==> src/rtl/fetch_pc_pkg.sv <==
// Shared definitions for the fetch/PC front end: FSM state encodings,
// instruction field positions and the default reset PC.
package fetch_pc_pkg;

   typedef enum logic [1:0] {
      S_RESET = 2'd0,
      S_FETCH = 2'd1,
      S_ISSUE = 2'd2,
      S_HALT  = 2'd3
   } fetch_state_e;

   localparam logic [31:0] RESET_PC_DEFAULT = 32'h0000_0000;

   localparam int OPC_MSB  = 31;
   localparam int OPC_LSB  = 26;
   localparam int RS_MSB   = 25;
   localparam int RS_LSB   = 21;
   localparam int RT_MSB   = 20;
   localparam int RT_LSB   = 16;
   localparam int RD_MSB   = 15;
   localparam int RD_LSB   = 11;
   localparam int FUNC_MSB = 5;
   localparam int FUNC_LSB = 0;
   localparam int IMM_MSB  = 15;
   localparam int IMM_LSB  = 0;
   localparam int JIDX_MSB = 25;

endpackage

==> src/rtl/fetch_pc_unit_next_pc_calc.sv <==
// Combinational next-PC selection: jump > taken BEQ > taken BNE > pc+4.
// All additions wrap modulo 2^ADDR_W.
module next_pc_calc
   import fetch_pc_pkg::*;
#(
   parameter int ADDR_W = 32
) (
   input  logic [ADDR_W-1:0] pc,
   input  logic [JIDX_MSB:0] ir_idx,
   input  logic              is_jmp,
   input  logic              is_beq,
   input  logic              is_bne,
   input  logic              alu_zero,
   output logic [ADDR_W-1:0] next_pc,
   output logic              taken
);

   logic [IMM_MSB:0]  imm16;
   logic [ADDR_W-1:0] pc4;
   logic [ADDR_W-1:0] br_off;
   logic [ADDR_W-1:0] br_tgt;
   logic [ADDR_W-1:0] jmp_tgt;

   always_comb begin
      imm16   = ir_idx[IMM_MSB:IMM_LSB];
      pc4     = pc + ADDR_W'(4);
      br_off  = {{(ADDR_W-18){imm16[IMM_MSB]}}, imm16, 2'b00};
      br_tgt  = pc4 + br_off;
      jmp_tgt = {pc4[ADDR_W-1:28], ir_idx, 2'b00};
      next_pc = pc4;
      taken   = 1'b0;
      if (is_jmp) begin
         next_pc = jmp_tgt;
         taken   = 1'b1;
      end else if ((is_beq && alu_zero) || (is_bne && !alu_zero)) begin
         next_pc = br_tgt;
         taken   = 1'b1;
      end
   end

endmodule

==> src/rtl/fetch_pc_unit.sv <==
// PC holder and instruction fetch FSM feeding the single-cycle decoder.
// Optional retired/taken counters are enabled with FETCH_PERF_CNT_EN.
//
// state   | meaning
// S_RESET | one idle cycle after reset release
// S_FETCH | imem_req high at pc, waiting for imem_ack
// S_ISSUE | ir presented to decoder, waiting for exec_done
// S_HALT  | invalid opcode seen, frozen until reset
module fetch_pc_unit
   import fetch_pc_pkg::*;
#(
   parameter int                ADDR_W   = 32,
   parameter logic [ADDR_W-1:0] RESET_PC = ADDR_W'(RESET_PC_DEFAULT)
) (
   input  logic              clk,
   input  logic              rst_n,
   output logic              imem_req,
   output logic [ADDR_W-1:0] imem_addr,
   input  logic              imem_ack,
   input  logic [31:0]       imem_rdata,
   output logic              instr_valid,
   output logic [5:0]        opc,
   output logic [5:0]        func,
   output logic [4:0]        rs,
   output logic [4:0]        rt,
   output logic [4:0]        rd,
   output logic [15:0]       imm16,
   output logic [ADDR_W-1:0] pc_out,
   input  logic              isJmp,
   input  logic              isBeq,
   input  logic              isBne,
   input  logic              invOpcode,
   input  logic              alu_zero,
   input  logic              exec_done,
   output logic              halted
`ifdef FETCH_PERF_CNT_EN
   ,
   output logic [31:0]       retired_cnt,
   output logic [31:0]       taken_cnt
`endif
);

   fetch_state_e      state_q, state_d;
   logic [ADDR_W-1:0] pc_q, pc_d;
   logic [31:0]       ir_q, ir_d;
   logic [ADDR_W-1:0] next_pc;
   logic              br_taken;
   logic              retire;

   next_pc_calc #(.ADDR_W(ADDR_W)) u_next_pc_calc (
      .pc       (pc_q),
      .ir_idx   (ir_q[JIDX_MSB:0]),
      .is_jmp   (isJmp),
      .is_beq   (isBeq),
      .is_bne   (isBne),
      .alu_zero (alu_zero),
      .next_pc  (next_pc),
      .taken    (br_taken)
   );

   always_comb begin
      state_d = state_q;
      pc_d    = pc_q;
      ir_d    = ir_q;
      retire  = 1'b0;
      case (state_q)
         S_RESET: state_d = S_FETCH;
         S_FETCH: begin
            if (imem_ack) begin
               ir_d    = imem_rdata;
               state_d = S_ISSUE;
            end
         end
         S_ISSUE: begin
            if (exec_done) begin
               if (invOpcode) begin
                  state_d = S_HALT;
               end else begin
                  pc_d    = next_pc;
                  retire  = 1'b1;
                  state_d = S_FETCH;
               end
            end
         end
         S_HALT:  state_d = S_HALT;
         default: state_d = S_RESET;
      endcase
   end

   always_ff @(posedge clk or negedge rst_n) begin
      if (!rst_n) begin
         state_q <= S_RESET;
         pc_q    <= RESET_PC;
         ir_q    <= '0;
      end else begin
         state_q <= state_d;
         pc_q    <= pc_d;
         ir_q    <= ir_d;
      end
   end

   // Handshake outputs decode straight from the state flop so reset drops them asynchronously.
   assign imem_req    = (state_q == S_FETCH);
   assign imem_addr   = pc_q;
   assign instr_valid = (state_q == S_ISSUE);
   assign halted      = (state_q == S_HALT);
   assign pc_out      = pc_q;
   assign opc         = ir_q[OPC_MSB:OPC_LSB];
   assign func        = ir_q[FUNC_MSB:FUNC_LSB];
   assign rs          = ir_q[RS_MSB:RS_LSB];
   assign rt          = ir_q[RT_MSB:RT_LSB];
   assign rd          = ir_q[RD_MSB:RD_LSB];
   assign imm16       = ir_q[IMM_MSB:IMM_LSB];

`ifdef FETCH_PERF_CNT_EN
   logic [31:0] retired_q, retired_d;
   logic [31:0] taken_q, taken_d;

   always_comb begin
      retired_d = retired_q;
      taken_d   = taken_q;
      if (retire) begin
         retired_d = retired_q + 32'd1;
         if (br_taken) taken_d = taken_q + 32'd1;
      end
   end

   always_ff @(posedge clk or negedge rst_n) begin
      if (!rst_n) begin
         retired_q <= '0;
         taken_q   <= '0;
      end else begin
         retired_q <= retired_d;
         taken_q   <= taken_d;
      end
   end

   assign retired_cnt = retired_q;
   assign taken_cnt   = taken_q;
`else
   logic unused_perf;
   assign unused_perf = br_taken & retire;
`endif

endmodule

==> config.mk <==
export PLATFORM = sky130hd
export DESIGN_NAME = fetch_pc_unit
export DESIGN_NICKNAME = d
export VERILOG_FILES = /design/src/rtl/fetch_pc_pkg.sv /design/src/rtl/fetch_pc_unit_next_pc_calc.sv /design/src/rtl/fetch_pc_unit.sv
export SDC_FILE = /design/constraint.sdc
export NUM_CORES = 1
export LEC_CHECK = 0
export CELL_PAD_IN_SITES_DETAIL_PLACEMENT = 0
export CELL_PAD_IN_SITES_GLOBAL_PLACEMENT = 1
export CORE_AREA = 2 2 122 124
export DETAILED_ROUTE_END_ITERATION = 8
export DIE_AREA = 0 0 124 126
export PLACE_DENSITY_LB_ADDON = 0.08
export SYNTH_ARGS = -nofsm -noshare
export SYNTH_HDL_FRONTEND = slang
export SYNTH_SLANG_ARGS = --single-unit
==> constraint.sdc <==
create_clock -name clk -period 7.69 [get_ports clk]
set_input_delay 1.538 -clock clk [delete_from_list [all_inputs] [get_ports clk]]
set_output_delay 1.538 -clock clk [all_outputs]
set_load 0.02 [all_outputs]
==> results of run 1 <==
-- worst max-delay path by stage --
stage | from | endpoint | slack [ns] | cells past startpoint
4_1_cts | imem_addr[2]$_DFFE_PN0P_ | imem_addr[25]$_DFFE_PN0P_ | 3.75 | 13
6_report | imem_addr[2]$_DFFE_PN0P_ | imem_addr[25]$_DFFE_PN0P_ | 3.75 | 13
2_1_floorplan | imem_addr[4]$_DFFE_PN0P_ | imem_addr[25]$_DFFE_PN0P_ | 3.95 | 14
3_5_place_dp | isJmp | imem_addr[31]$_DFFE_PN0P_ | 3.56 | 7
3_3_place_gp | isJmp | imem_addr[31]$_DFFE_PN0P_ | 3.64 | 7
5_1_grt | imem_addr[8]$_DFFE_PN0P_ | imem_addr[25]$_DFFE_PN0P_ | 3.45 | 13
-- power by group --
group / internal [mW] / total (mW) / switching, mW
Clock: 0.221 / 0.401 / 0.180
Combinational: 0.952 / 2.02 / 1.07
Sequential: 0.475 / 0.685 / 0.209
-- synthesized netlist by cell type, types with 6 or more instances --
cell,number
nor3_1,12
a21o_1,14
xor2_1,11
o211ai_1,6
and2_1,8
nand2_1,71
nand3_1,24
o21ai_0,27
inv_1,6
and3_1,11
buf_4,48
nor2_1,42
xnor2_1,32
nor2b_1,10
ha_1,37
nand4_1,10
a211oi_1,11
mux2_2,33
a21oi_1,40
clkbuf_1,11
o21ai_1,6
dfrtp_1,64
-- layer usage --
| metal | part of all wire (%) | vias to the layer above |
|---|---|---|
| met4 | 1.2 | 0 |
| met1 | 47 | 2369 |
| met5 | 0 | - |
| met2 | 45 | 158 |
| li1 | - | 2447 |
| met3 | 7.3 | 17 |
-- metrics by stage --
step | setup slack, ns | area, um2
2_1_floorplan | 3.95 | 5640
3_3_place_gp | 3.64 | 6900
3_5_place_dp | 3.56 | 6900
4_1_cts | 3.75 | 7180
5_1_grt | 3.45 | 7180
6_report | 3.75 | 7180
-- sequential cells by signal, indices dropped and copies added, names as in the netlist --
| name | count |
|---|---|
| state_q | 2 |
| ir_q | 32 |
| imem_addr | 30 |
-- layout make-up --
| cell class | instances | area (um2) | area share (%) |
|---|---|---|---|
| Multi-Input combinational cell | 500 | 3550 | 49.4 |
| Sequential cell | 64 | 1600 | 22.3 |
| Clock inverter | 7 | 53.8 | 0.749 |
| Clock buffer | 9 | 225 | 3.14 |
| Tap cell | 184 | 230 | 3.21 |
| Timing Repair Buffer | 152 | 1500 | 20.9 |
| Inverter | 6 | 22.5 | 0.314 |
-- cells by family after synthesis --
family,share of synthesized area (%)
mux,7.49
compound gates,18.7
fa+ha+maj,8.57
flops,28.4
simple gates,20.6
xor+xnor,7.26
buf+inv,8.84
other cells,0.0666
==> results.py, run 1 <==
metrics = {
    "grt": {
        "gr-usage-met2_pct": 33.7,
        "grt_pass1_wl_mm": 26.8,
        "grt-busiest-layer": "met2",
        "gr-usage-met3_pct": 6.16,
        "grt_usage_pct": 22.3,
        "grt-ovfl-total": 0,
        "grt_pass1_vias": 4922,
        "grt_max_degree": 65,
        "grt_use_met1_pct": 31.4,
        "antenna_found_initial": 0,
    },
    "pwr": {
        "power.density_nw_per_um2": 433,
        "p_leak_nw": 3.06,
        "fin_total_pwr_mw": 3.11,
        "max-vdd-ir-drop_uv": 198,
    },
    "sta": {
        "clock_skew_ns": 0.00804,
        "slew_violations": 0,
        "slew_headroom_pct": 12.6,
        "setup_viol": 0,
        "tns_ns": 0,
        "rsz0062_at_grt": "false",
        "post-route-period-util_pct": 51.2,
        "whs_ns": 0.506,
        "tightest_slew_ns": 1.31,
        "fmax_mhz": 254,
        "final_hold_viol_count": 0,
        "fin_crit_ns": 3.94,
    },
    "yosys": {
        "synthesis.area_um2": 5630,
        "yosysSeqAreaShare_pct": 28.4,
        "ys_seq_elements": 64,
        "syn_inst": 636,
        "synth_enable_flop_cells": 0,
        "ys_warn_count": 0,
        "synth_top_area_share_pct": 28.4,
        "synth_cell_type_count": 77,
        "avgSynthCellArea_um2": 8.86,
        "synthTopCellsByArea": "dfrtp_1, ha_1, mux2_2",
        "synth_top_area_cell": "dfrtp_1",
        "ys_async_sr_fraction_pct": 100,
        "ys.flop_type": "dfrtp_1",
    },
    "min_path": {
        "hold_path.class": "flip-flop to flip-flop",
        "hold_depth": 1,
        "hold_end": "ir_q[31]$_DFFE_PN0P_",
        "hp-start": "ir_q[31]$_DFFE_PN0P_",
    },
    "routing": {
        "routed_wl_mm": 16.6,
        "num_vias": 4991,
        "final_antenna_net_count": 0,
        "drtIter0Drc": 237,
        "drc": 0,
        "vias_per_cell": 5.41,
        "wl_per_cell_um": 18.0,
        "first_pass_iters": 5,
    },
    "layout": {
        "final_cell_mix": "clkdlybuf4s50_1, nand2_1, dfrtp_1, nor2_1, a21oi_1",
        "final_nets": 812,
        "layout_commonest_cell": "clkdlybuf4s50_1",
        "nFillCells": 1407,
        "stdcell_count": 922,
        "drive_gt1_share_pct": 11.8,
        "antenna_cells": 0,
        "syn_to_final_growth_pct": 27.5,
        "utilization_pct": 50.2,
    },
    "floorplan": {
        "start_util_pct": 39.4,
        "core_um2": 14300,
        "ios": 151,
        "die_h_um": 126,
        "die_x_um": 124,
        "dieArea_um2": 15600,
        "rows": 44,
    },
    "worst_setup_path": {
        "required_ns": 7.93,
        "r2r-end": "imem_addr[25]$_DFFE_PN0P_",
        "path_common_cell": "a21o_1",
        "path_class": "flip-flop to flip-flop",
        "max_stage_delay_ns": 0.47,
        "crit_chain": "and2_1, nand4_4, or3b_4, xnor2_1, ha_1, a21o_1, a21o_1, o31ai_1, o31ai_2, a2111oi_4, a31oi_1, a221oi_2, o21ai_1",
        "startpoint_type": "flip-flop",
        "endpoint_kind": "flip-flop",
        "critical_path_arrival_ns": 4.18,
        "ff2ff_path_depth": 13,
        "rrSetupSlack_ns": 3.75,
        "critical_path.max_fanout": 7,
        "cpLargestDelayFamily": "compound AO/OA/AOI/OAI gates",
        "slowest_stage": "dfrtp_1",
        "path_buf_inv": 0,
        "rr_startpoint": "imem_addr[2]$_DFFE_PN0P_",
    },
    "clock_tree": {
        "post_cts_resized": 0,
        "cts_buffers": 9,
        "post_cts_buffers": 0,
        "clockBufferDepth": 2,
        "cts_tree": "yes",
        "cts.sinks": 64,
        "cts_hold_buffers": 0,
        "cts-root-buf": "clkbuf_16",
        "htree_levels": 3,
        "clk_pin_slew_ns": 0.06,
        "clock_latency_ns": 0.35,
    },
    "outcome": {
        "outcome": "finished clean",
    },
    "placement": {
        "place_congestion": 0.942,
        "place_inst": 906,
        "hpwl_mm": 12.0,
        "port_buffers": 146,
    },
    "run": {
        "drv_cap": 0,
    },
}
(Power assumes the default switching activity.)
==> run 2, diff against run 1 <==
- CORE_AREA: 2 2 122 124 -> 2 2 127 129
- DIE_AREA: 0 0 124 126 -> 0 0 129 131
- clock period: 7.69 -> 4.1 ns (I/O delays scaled with it)
==> results.py, run 2 (synthesized netlist as in run 1, its figures left out) <==
metrics = {
    "grt": {
        "grt_max_degree": 41,
        "antenna_found_initial": 0,
        "grt_use_met1_pct": 28.8,
        "gr-usage-met2_pct": 33.8,
        "grt-ovfl-total": 0,
        "gr-usage-met3_pct": 4.44,
        "grt_pass1_wl_mm": 27.6,
        "grt_pass1_vias": 5021,
        "grt-busiest-layer": "met2",
        "grt_usage_pct": 21.3,
    },
    "worst_setup_path": {
        "path_class": "flip-flop to flip-flop",
        "ff2ff_path_depth": 14,
        "rrSetupSlack_ns": 0.24,
        "r2r-end": "imem_addr[25]$_DFFE_PN0P_",
        "endpoint_kind": "flip-flop",
        "crit_start": "imem_addr[5]$_DFFE_PN0P_",
        "critical_path_arrival_ns": 4.09,
        "startpoint_type": "flip-flop",
        "rr_startpoint": "imem_addr[5]$_DFFE_PN0P_",
        "critical_path.max_fanout": 7,
        "required_ns": 4.34,
    },
    "routing": {
        "routed_wl_mm": 17.4,
        "vias_per_cell": 5.22,
        "drtIter0Drc": 285,
        "wl_per_cell_um": 18.1,
        "drc": 0,
        "num_vias": 5021,
        "first_pass_iters": 6,
        "final_antenna_net_count": 0,
    },
    "clock_tree": {
        "clock_latency_ns": 0.35,
        "cts_buffers": 9,
        "cts-root-buf": "clkbuf_16",
        "clk_pin_slew_ns": 0.06,
        "cts_hold_buffers": 0,
        "clockBufferDepth": 2,
        "cts_tree": "yes",
        "post_cts_buffers": 0,
        "htree_levels": 3,
        "cts.sinks": 64,
    },
    "min_path": {
        "hold_depth": 1,
        "hold_end": "ir_q[29]$_DFFE_PN0P_",
        "hold_path.class": "flip-flop to flip-flop",
        "hp-start": "ir_q[29]$_DFFE_PN0P_",
    },
    "layout": {
        "antenna_cells": 0,
        "syn_to_final_growth_pct": 30.4,
        "final_nets": 820,
        "layout_commonest_cell": "clkdlybuf4s50_1",
        "drive_gt1_share_pct": 13.4,
        "utilization_pct": 47.1,
        "largest-register": "ir_q",
        "finish.instance_area_um2": 7350,
        "largest_reg_flops": 32,
        "final_cell_mix": "clkdlybuf4s50_1, nand2_1, dfrtp_1, nor2_1, a21oi_1",
    },
    "floorplan": {
        "core_um2": 15600,
        "dieArea_um2": 16900,
        "ios": 151,
        "rows": 46,
        "start_util_pct": 36.1,
        "die_h_um": 131,
        "die_x_um": 129,
    },
    "placement": {
        "dpl_cell_area_um2": 7010,
        "place_congestion": 0.999,
        "port_buffers": 146,
        "hpwl_mm": 13.0,
    },
    "sta": {
        "post-route-period-util_pct": 94.1,
        "final_hold_viol_count": 0,
        "setup_viol": 0,
        "fin_crit_ns": 3.86,
        "slew_headroom_pct": 39.5,
        "clock_skew_ns": 0.00920,
        "slew_violations": 0,
        "tightest_slew_ns": 0.904,
        "fmax_mhz": 259,
    },
    "pwr": {
        "p_leak_nw": 3.12,
        "fin_total_pwr_mw": 6.02,
        "power.density_nw_per_um2": 820,
        "max-vdd-ir-drop_uv": 412,
    },
    "outcome": {
        "outcome": "finished clean",
    },
    "run": {
        "drv_cap": 0,
    },
}
## run 2: changes by cell type in the layout (fill, tap and decap cells not counted), sizes merged
cell	previous run	this run
clkinv	1	2
bufinv	0	2
buf	7	15
inv	9	8
clkinvlp	3	1
## run 2: power by group
part	switching (mW)	internal (mW)	leakage, nW
registers	0.385	0.892	0.791
clock network	0.336	0.539	0.157
logic	2.05	1.82	2.18
## run 2: final cells by class
| type | instances | area (um2) |
|---|---|---|
| fillers | 1536 | 8250 |
| multi-input cells | 500 | 3560 |
| flip-flops and latches | 64 | 1600 |
| repair buffers | 160 | 1560 |
| well taps | 216 | 270 |
| clock buffers | 9 | 225 |
| clock inverters | 7 | 103 |
| inverters | 6 | 22.5 |
## run 2: per-stage QoR
step                      instances  hold WS, ns  setup TNS (ns)  setup WS [ns]
after floorplan                 639        0.481               0          0.359
after global placement          946        0.488               0          0.304
after detailed placement        946        0.504               0          0.237
after CTS                       962        0.522               0          0.214
after global routing            962        0.531        -0.00154       -0.00120
final                           962        0.515               0          0.242
## run 2: worst max-delay path by stage
stage	end	slack (ns)	depth (start not counted)
2_1_floorplan	imem_addr[25]$_DFFE_PN0P_	0.36	14
3_3_place_gp	imem_addr[25]$_DFFE_PN0P_	0.30	13
3_5_place_dp	imem_addr[25]$_DFFE_PN0P_	0.24	14
4_1_cts	imem_addr[25]$_DFFE_PN0P_	0.21	13
5_1_grt	imem_addr[25]$_DFFE_PN0P_	-0.001	14
6_report	imem_addr[25]$_DFFE_PN0P_	0.24	14
## run 2: what timing repair did
item                       CTS  global route
gates resized for setup      0             4
hold endpoints to repair     0             0
setup endpoints to repair    0             2
## run 2: per-layer routing
layer  up-vias  part of all wire (%)
met1      2402                    47
li1       2460                     -
met4         0                   1.8
met3        19                   5.5
met5         -                     0
met2       140                    46
## run 2: critical path, cell delays in order (launching register included)
cell and delay, ns:
dfrtp_1 0.46, and4_4 0.30, nand4_4 0.12, or3b_4 0.45, xnor2_1 0.26, ha_1 0.34
a21o_1 0.19, a21o_1 0.20, or2_4 0.26, nor3_4 0.23, o31ai_2 0.14, a2111oi_4 0.35
a31oi_1 0.09, a221oi_2 0.23, o21ai_1 0.09
